### src/rtl/pwm_fade_sequencer.sv
// PWM breathing sequencer: prescaler -> slot counter -> compare, with a fade FSM
// that ramps duty up, holds high, ramps down, holds low, then loops or finishes.
module pwm_fade_sequencer #(
    parameter int MAIN_FREQ    = 50000000,
    parameter int PWM_FREQ     = 5000,
    parameter int DUTY_BITS    = 8,
    parameter int STEP_PERIODS = 4,
    parameter int HOLD_PERIODS = 50
) (
    input  logic                 CLOCK_50,
    input  logic                 rst,
    input  logic                 start,
    input  logic                 stop,
    input  logic                 loop_en,
    input  logic [DUTY_BITS-1:0] step_size,
    output logic                 pwm_out,
    output logic [DUTY_BITS-1:0] duty,
    output logic [2:0]           phase,
    output logic                 busy,
    output logic                 done
);

    localparam int DIV_RAW = MAIN_FREQ / (PWM_FREQ << DUTY_BITS);
    localparam int DIV     = (DIV_RAW < 1) ? 1 : DIV_RAW;
    localparam int TW      = (DIV > 1) ? $clog2(DIV) : 1;
    localparam int SW      = (STEP_PERIODS > 1) ? $clog2(STEP_PERIODS) : 1;
    localparam int HW      = (HOLD_PERIODS > 1) ? $clog2(HOLD_PERIODS) : 1;
    localparam logic [DUTY_BITS-1:0] DUTY_MAX  = '1;
    localparam logic [DUTY_BITS-1:0] SLOT_LAST = '1;

    typedef enum logic [2:0] {
        IDLE      = 3'd0,
        RAMP_UP   = 3'd1,
        HOLD_HIGH = 3'd2,
        RAMP_DOWN = 3'd3,
        HOLD_LOW  = 3'd4
    } phase_t;

    phase_t                 state, state_next;
    logic [TW-1:0]          tick_cnt, tick_next;
    logic [DUTY_BITS-1:0]   slot, slot_next;
    logic [DUTY_BITS-1:0]   duty_next;
    logic [DUTY_BITS-1:0]   step_eff, step_eff_next;
    logic [SW-1:0]          step_cnt, step_cnt_next;
    logic [HW-1:0]          hold_cnt, hold_next;
    logic                   slot_tick, period_end, busy_next, pwm_next, done_next;

    // Sum is formed one bit wider so the carry flags overflow past full scale.
    function automatic logic [DUTY_BITS-1:0] sat_add(input logic [DUTY_BITS-1:0] a,
                                                     input logic [DUTY_BITS-1:0] b);
        logic [DUTY_BITS:0] sum;
        sum = {1'b0, a} + {1'b0, b};
        return sum[DUTY_BITS] ? DUTY_MAX : sum[DUTY_BITS-1:0];
    endfunction

    function automatic logic [DUTY_BITS-1:0] sat_sub(input logic [DUTY_BITS-1:0] a,
                                                     input logic [DUTY_BITS-1:0] b);
        return (b >= a) ? '0 : a - b;
    endfunction

    always_ff @(posedge CLOCK_50) begin
        if (rst) begin
            state    <= IDLE;
            tick_cnt <= '0;
            slot     <= '0;
            duty     <= '0;
            step_eff <= '0;
            step_cnt <= '0;
            hold_cnt <= '0;
            pwm_out  <= 1'b0;
            done     <= 1'b0;
        end else begin
            state    <= state_next;
            tick_cnt <= tick_next;
            slot     <= slot_next;
            duty     <= duty_next;
            step_eff <= step_eff_next;
            step_cnt <= step_cnt_next;
            hold_cnt <= hold_next;
            pwm_out  <= pwm_next;
            done     <= done_next;
        end
    end

    always_comb begin
        state_next    = state;
        duty_next     = duty;
        step_eff_next = step_eff;
        step_cnt_next = step_cnt;
        hold_next     = hold_cnt;
        done_next     = 1'b0;
        slot_tick     = (state != IDLE) && (tick_cnt == TW'(DIV - 1));
        period_end    = slot_tick && (slot == SLOT_LAST);

        // Timebase only runs while a sequence is active.
        if (state == IDLE) begin
            tick_next = '0;
            slot_next = '0;
        end else begin
            tick_next = slot_tick ? '0 : tick_cnt + 1'b1;
            slot_next = slot_tick ? slot + 1'b1 : slot;
        end

        unique case (state)
            IDLE: begin
                if (start && !stop) begin
                    state_next    = RAMP_UP;
                    duty_next     = '0;
                    step_cnt_next = '0;
                    hold_next     = '0;
                    step_eff_next = (step_size == '0) ? DUTY_BITS'(1) : step_size;
                end
            end
            RAMP_UP: begin
                if (period_end) begin
                    if (step_cnt == SW'(STEP_PERIODS - 1)) begin
                        step_cnt_next = '0;
                        duty_next     = sat_add(duty, step_eff);
                        if (duty_next == DUTY_MAX) begin
                            state_next = HOLD_HIGH;
                            hold_next  = '0;
                        end
                    end else begin
                        step_cnt_next = step_cnt + 1'b1;
                    end
                end
            end
            HOLD_HIGH: begin
                if (period_end) begin
                    if (hold_cnt == HW'(HOLD_PERIODS - 1)) begin
                        hold_next     = '0;
                        step_cnt_next = '0;
                        state_next    = RAMP_DOWN;
                    end else begin
                        hold_next = hold_cnt + 1'b1;
                    end
                end
            end
            RAMP_DOWN: begin
                if (period_end) begin
                    if (step_cnt == SW'(STEP_PERIODS - 1)) begin
                        step_cnt_next = '0;
                        duty_next     = sat_sub(duty, step_eff);
                        if (duty_next == '0) begin
                            state_next = HOLD_LOW;
                            hold_next  = '0;
                        end
                    end else begin
                        step_cnt_next = step_cnt + 1'b1;
                    end
                end
            end
            HOLD_LOW: begin
                if (period_end) begin
                    if (hold_cnt == HW'(HOLD_PERIODS - 1)) begin
                        hold_next     = '0;
                        step_cnt_next = '0;
                        if (loop_en) begin
                            state_next = RAMP_UP;
                        end else begin
                            state_next = IDLE;
                            done_next  = 1'b1;
                            tick_next  = '0;
                            slot_next  = '0;
                        end
                    end else begin
                        hold_next = hold_cnt + 1'b1;
                    end
                end
            end
            default: state_next = IDLE;
        endcase

        if (state != IDLE && stop) begin
            state_next    = IDLE;
            duty_next     = '0;
            tick_next     = '0;
            slot_next     = '0;
            step_cnt_next = '0;
            hold_next     = '0;
            done_next     = 1'b0;
        end

        // Compare against next-state slot and duty so each period starts clean.
        busy_next = (state_next != IDLE);
        pwm_next  = busy_next && (slot_next < duty_next);
    end

    always_comb begin
        phase = state;
        busy  = (state != IDLE);
    end

endmodule

### config.mk
export PLATFORM = sky130hd
export DESIGN_NAME = pwm_fade_sequencer
export DESIGN_NICKNAME = d
export VERILOG_FILES = /design/src/rtl/pwm_fade_sequencer.sv
export SDC_FILE = /design/constraint.sdc
export NUM_CORES = 1
export LEC_CHECK = 0
export BUFFER_PORTS_ARGS = -buffer_cell sky130_fd_sc_hd__buf_2
export CAP_MARGIN = 40
export CORE_MARGIN = 2
export CORE_UTILIZATION = 53
export CTS_CLUSTER_SIZE = 25
export DETAILED_ROUTE_END_ITERATION = 6
export HOLD_SLACK_MARGIN = 0.03
export PLACE_DENSITY = 0.71
export SLEW_MARGIN = 15
export SYNTH_ARGS = -nofsm -noshare
export SYNTH_HDL_FRONTEND = slang
export SYNTH_SLANG_ARGS = --single-unit
### constraint.sdc
create_clock -name CLOCK_50 -period 4 [get_ports CLOCK_50]
set_input_delay 0.2 -clock CLOCK_50 [delete_from_list [all_inputs] [get_ports CLOCK_50]]
set_output_delay 0.2 -clock CLOCK_50 [all_outputs]
set_load 0.005 [all_outputs]
==> results of run 1 <==
[cell type report]
type,count,area (um2)
multi-input cells,355,2380
fillers,592,2590
clock buffers,7,96.3
flip-flops and latches,43,861
well taps,77,96.3
clock inverters,1,7.51
inverters,23,86.3
repair buffers,30,160
[worst reg2reg max path, cell delays in order, from the launching register on]
cell	delay [ns]
dfxtp_1	0.37
inv_1	0.08
ha_1	0.22
fa_1	0.28
and2b_1	0.24
o21ai_0	0.20
a21oi_1	0.11
o311ai_1	0.54
a21oi_1	0.10
nor4b_1	0.40
o21ai_0	0.18
nand2_1	0.11
ha_1	0.23
nand4_1	0.10
nor3_1	0.07
nor3_1	0.17
nand3_1	0.09
a211oi_1	0.15
[metal layers]
| layer | up-vias | GRT usage, % |
|---|---|---|
| li1 | 1626 | - |
| met1 | 1544 | 34.2 |
| met2 | 91 | 39.5 |
| met3 | 16 | 3.15 |
| met4 | 0 | 7.04 |
| met5 | - | 0 |
[cells by family after synthesis]
| logic type | after synthesis | synth area share, % |
|---|---|---|
| AND/OR/NAND/NOR | 202 | 31.4 |
| AO/OA/AOI/OAI | 93 | 18.6 |
| buffers and inverters | 43 | 5.16 |
| flip-flops | 43 | 25.2 |
| adder cells (fa/ha/maj) | 32 | 12.1 |
| XOR/XNOR | 15 | 3.84 |
| multiplexers | 13 | 3.84 |
[through the flow]
step | util, % | instances
global placement | 57.1 | 528
finish | 58.8 | 536
floorplan | - | 441
CTS | 58.8 | 536
global route | 58.8 | 536
detailed placement | 57.1 | 528
[state kept, by name (all words and copies together), names as in the netlist]
signal / count
duty: 8
slot: 8
step_eff: 8
hold_cnt: 6
tick_cnt: 6
phase: 3
step_cnt: 2
done: 1
pwm_out: 1
[worst paths after layout]
kind,depth (start not counted),slack [ns],endpoint,startpoint
max,17,0.28,pwm_out,duty[0]
min,3,0.15,step_eff[3],step_size[3]
max reg2reg,17,0.28,pwm_out,duty[0]
min reg2reg,1,0.46,tick_cnt[0],tick_cnt[0]
[power groups by stage]
stage	Sequential (mW)	Clock [mW]	Combinational, mW
after floorplan	0.448	0	0.111
after global placement	0.451	0	0.147
final	0.441	0.310	0.151
after CTS	0.441	0.314	0.148
after global routing	0.442	0.334	0.167
after detailed placement	0.451	0	0.147
[cell usage in the layout (no fill, tap or decap), types with 6 or more instances in the layout]
master    netlist  routed
nor2b_1        18      18
nor2_1         46      46
inv_1          22      22
nand4_1         7       7
nor3_1         23      23
nand2b_1        7       7
ha_1           29      29
nand2_1        38      38
dfxtp_1        43      43
o21ai_0        16      16
o211ai_1       10      10
or3_1           6       6
xor2_1          8       8
xnor2_1         7       7
a21oi_1        21      21
clkbuf_8        0       7
nand3_1        14      14
mux2i_1        12      12
buf_2           6      26
==> results_dict.tcl, run 1 <==
set metrics [dict create \
    tightest_slew_ns 0.663 \
    finalMaxSlewViolations 0 \
    avgSynthCellArea_um2 7.75 \
    cts_buffers 5 \
    drc 0 \
    critical_path.startpoint_type "flop" \
    netlist.area_leader.share_pct 25.2 \
    ctsResizeCount 0 \
    synthCells 441 \
    place_congestion 0.967 \
    hold_ws_ns 0.147 \
    first_pass_iters 5 \
    clk_pin_slew_ns 0.09 \
    p_int_mw 0.647 \
    max_freq_mhz 269 \
    synth_ff_type "dfxtp_1" \
    crit_required_ns 4.22 \
    crit_family "compound AO/OA/AOI/OAI gates" \
    wl_met3_um 401 \
    pwr-share-seq_pct 48.9 \
    wl_per_cell_um 16.0 \
    worst_slack_ns 0.277 \
    powerDensity_nw_per_um2 244 \
    antenna_cells 0 \
    synth_async_sr_flop_share_pct 0 \
    routed.top_layer "met4" \
    pin_count 27 \
    ys_seq_area_share_pct 25.2 \
    pwr-share-comb_pct 16.8 \
    row_count 29 \
    die-height_um 84.3 \
    finalHoldViolCount 0 \
    antenna_found_initial 0 \
    numClockSinks 43 \
    overflow 0 \
    area_growth_syn_to_layout_pct 7.90 \
    dieArea_um2 7110 \
    swShare_pct 28.2 \
    p_leak_nw 1.49 \
    fin_area_um2 3690 \
    worstSetupPathType "flop to flop" \
    met2_length_mm 3.95 \
    p_sw_mw 0.255 \
    synth_area_um2 3420 \
    fin_skew_ns 0.0126 \
    ir_drop_mv 0.195 \
    cts_tree "done" \
    vias 3277 \
    ys_top_cells_by_area "dfxtp_1 25%, ha_1 11%, nor2_1 5.0%, nand2_1 4.2%, mux2i_1 3.5%" \
    grt_use_total_pct 24.4 \
    synth_seq_cells 43 \
    wl_mm 8.59 \
    antenna_left 0 \
    final.setup.tns_ns 0 \
    grt_pass1_vias 2921 \
    placed_area_um2 3590 \
    fin_crit_sh_pct 93.1 \
    synth_fp_nets 485 \
    met1_length_mm 4.07 \
    yosysWarnings 0 \
    hold_class "input pin to flop" \
    totalPowerFinal_mw 0.902 \
    synth_edf_count 0 \
    rsz0062_at_grt "false" \
    io_buffer_count 26 \
    setup_viol 0 \
    grt_max_degree 20 \
    synth_top_area_cell "dfxtp_1" \
    arrival_ns 3.94 \
    dr.first_iter.drc_count 212 \
    dpl.hpwl_mm 6.60 \
    slew_headroom_pct 55.4 \
    design.core.area_um2 6280 \
    critPathBufInv 1 \
    cp_cell_sequence "inv_1 > ha_1 > fa_1 > and2b_1 > o21ai_0 > a21oi_1 > o311ai_1 > a21oi_1 > nor4b_1 > o21ai_0 > nand2_1 > ha_1 > nand4_1 > nor3_1 > nor3_1 > nand3_1 > a211oi_1" \
    final_nets 502 \
    max_stage_delay_ns 0.54 \
    period_minus_slack_ns 3.72 \
    cp_max_fo 5 \
    synth.most_common_cell "nor2_1" \
    clockRootBuffer "clkbuf_8" \
    start_util_pct 54.5 \
    outcome "finished clean" \
    endpoint_kind "flop" \
    drive_gt1_share_pct 11.8 \
    grt_pass1_wl_mm 14.3 \
    cap_violations 0 \
    yosysUniqueCellTypes 66 \
    ctsHoldBuffers 0 \
    cts_buffer_depth 2 \
    dp_slack_ns 0.389 \
    vias_per_cell 6.11 \
    die_width_um 84.3 \
    postCtsSetupBuffers 0 \
    crit_slowest_cell "o311ai_1" \
    p_clk_share_pct 34.4 \
    htree_levels 2 \
    ys_top_cells_by_count "46 x nor2_1, 43 x dfxtp_1, 38 x nand2_1" \
    insertion_delay_ns 0.30 \
]
Power figures use the tool's default switching activity.
==> run 2, diff against run 1 <==
CTS_CLUSTER_SIZE = default   (was 25)
RECOVER_POWER = 25   (was default)
==> run 2 against run 1 <==
Against the previous run: count of clock-buffer cells in the layout did not move; hold slack improved by 0.0013 ns; flip-flop and latch count did not move; global-route usage did not move; cell count did not move; setup slack improved by 0.033 ns; combinational power barely moved; critical path depth did not move; largest power group unchanged; clock skew fell by 0.0015 ns; utilization fell by 0.16 points; sequential share of layout area rose by 0.063 points.
==> results_dict.tcl, run 2 (synthesis gave the netlist of run 1 again) <==
set metrics [dict create \
    finalMaxSlewViolations 0 \
    grt_use_total_pct 24.4 \
    critical_path.startpoint_type "flop" \
    outcome "finished clean" \
    ir_drop_mv 0.195 \
    period_minus_slack_ns 3.69 \
    final_cells 536 \
    fin_crit_sh_pct 92.2 \
    vias 3266 \
    cap_violations 0 \
    cp_max_fo 5 \
    ctsHoldBuffers 0 \
    max_stage_delay_ns 0.45 \
    final.setup.tns_ns 0 \
    postCtsSetupBuffers 0 \
    start_util_pct 54.5 \
    antenna_left 0 \
    totalPowerFinal_mw 0.899 \
    crit_slowest_cell "fa_1" \
    setup_viol 0 \
    final_common_cell "nor2_1" \
    antenna_cells 0 \
    first_pass_iters 5 \
    slew_headroom_pct 52.6 \
    pin_count 27 \
    max_freq_mhz 271 \
    clockRootBuffer "clkbuf_8" \
    ctsResizeCount 0 \
    dpl.hpwl_mm 6.60 \
    crit_required_ns 4.22 \
    top_regs "duty: 8 flops, slot: 8 flops, step_eff: 8 flops" \
    area_growth_syn_to_layout_pct 7.61 \
    io_buffer_count 26 \
    hold_class "input pin to flop" \
    antenna_found_initial 0 \
    fin_skew_ns 0.0111 \
    rsz0062_at_grt "false" \
    wl_mm 8.55 \
    worstSetupPathType "flop to flop" \
    dr.first_iter.drc_count 207 \
    cts_tree "done" \
    final_cell_mix "46 x nor2_1, 43 x dfxtp_1, 38 x nand2_1" \
    drive_gt1_share_pct 11.1 \
    die-height_um 84.3 \
    powerDensity_nw_per_um2 244 \
    row_count 29 \
    design.core.area_um2 6280 \
    cts_buffer_depth 2 \
    finalHoldViolCount 0 \
    grt_pass1_vias 2921 \
    wl_per_cell_um 16.0 \
    final_nets 502 \
    arrival_ns 3.91 \
    cp_cell_sequence "inv_1 > ha_1 > fa_1 > and2b_1 > o21ai_0 > a21oi_1 > o311ai_1 > o211ai_1 > a21oi_1 > o21ai_0 > nand2_1 > ha_1 > nor2_1 > nor3_1 > nor3_1 > nand3_1 > a211oi_1" \
    p_leak_nw 1.48 \
    htree_levels 2 \
    numClockSinks 43 \
    vias_per_cell 6.09 \
    grt_pass1_wl_mm 14.3 \
    place_congestion 0.967 \
    clk_pin_slew_ns 0.08 \
    endpoint_kind "flop" \
    overflow 0 \
    critPathBufInv 1 \
    grt_max_degree 20 \
    cts_buffers 5 \
    drc 0 \
    dieArea_um2 7110 \
    die_width_um 84.3 \
    insertion_delay_ns 0.30 \
    tightest_slew_ns 0.712 \
    placed_cells 528 \
    crit_family "compound AO/OA/AOI/OAI gates" \
]
[run 2: cell count changes in the layout (fill, tap and decap cells not counted)]
cell,change
clkbuf_1,+2
nor3_1,+1
buf_4,-1
buf_2,-1
nor3_2,-1
[run 2: worst min-delay path, stage by stage]
cell     delay [ns]
buf_2          0.09
mux2i_1        0.06
nor2_1         0.07
[run 2: per-layer routing]
metal | global-route usage [%] | up-vias | wire length, um
li1 | - | 1627 | -
met3 | 3.15 | 14 | 380
met4 | 7.04 | 0 | 165
met2 | 39.5 | 88 | 3960
met1 | 34.2 | 1537 | 4050
met5 | 0 | - | 0
[run 2: per-stage QoR]
stage / hold slack, ns / area, um2 / setup WS, ns / util [%]
after floorplan: 0.344 / 3420 / 0.845 / -
after global placement: 0.443 / 3590 / 0.471 / 57.1
after detailed placement: 0.451 / 3590 / 0.389 / 57.1
after CTS: 0.146 / 3690 / 0.367 / 58.8
after global routing: 0.143 / 3680 / 0.0231 / 58.6
final: 0.148 / 3680 / 0.310 / 58.6
[run 2: final cells by class]
cell class              count  area (um2)
clock inverters             1        7.51
well taps                  77        96.3
inverters                  23        86.3
repair buffers             30         155
multi-input cells         355        2380
flip-flops and latches     43         861
fillers                   593        2600
clock buffers               7        96.3
[run 2: where the power goes]
group	internal, mW	leakage [nW]	switching (mW)
Combinational	0.0565	1.08	0.0938
Sequential	0.433	0.347	0.00729
Clock	0.157	0.0505	0.151
Total	0.647	1.48	0.252
[run 2: final timing paths]
kind,start,to,slack (ns),cells past startpoint
max,duty[0],pwm_out,0.31,17
min,step_size[3],step_eff[3],0.15,3
max reg2reg,duty[0],pwm_out,0.31,17
min reg2reg,tick_cnt[0],tick_cnt[0],0.46,1
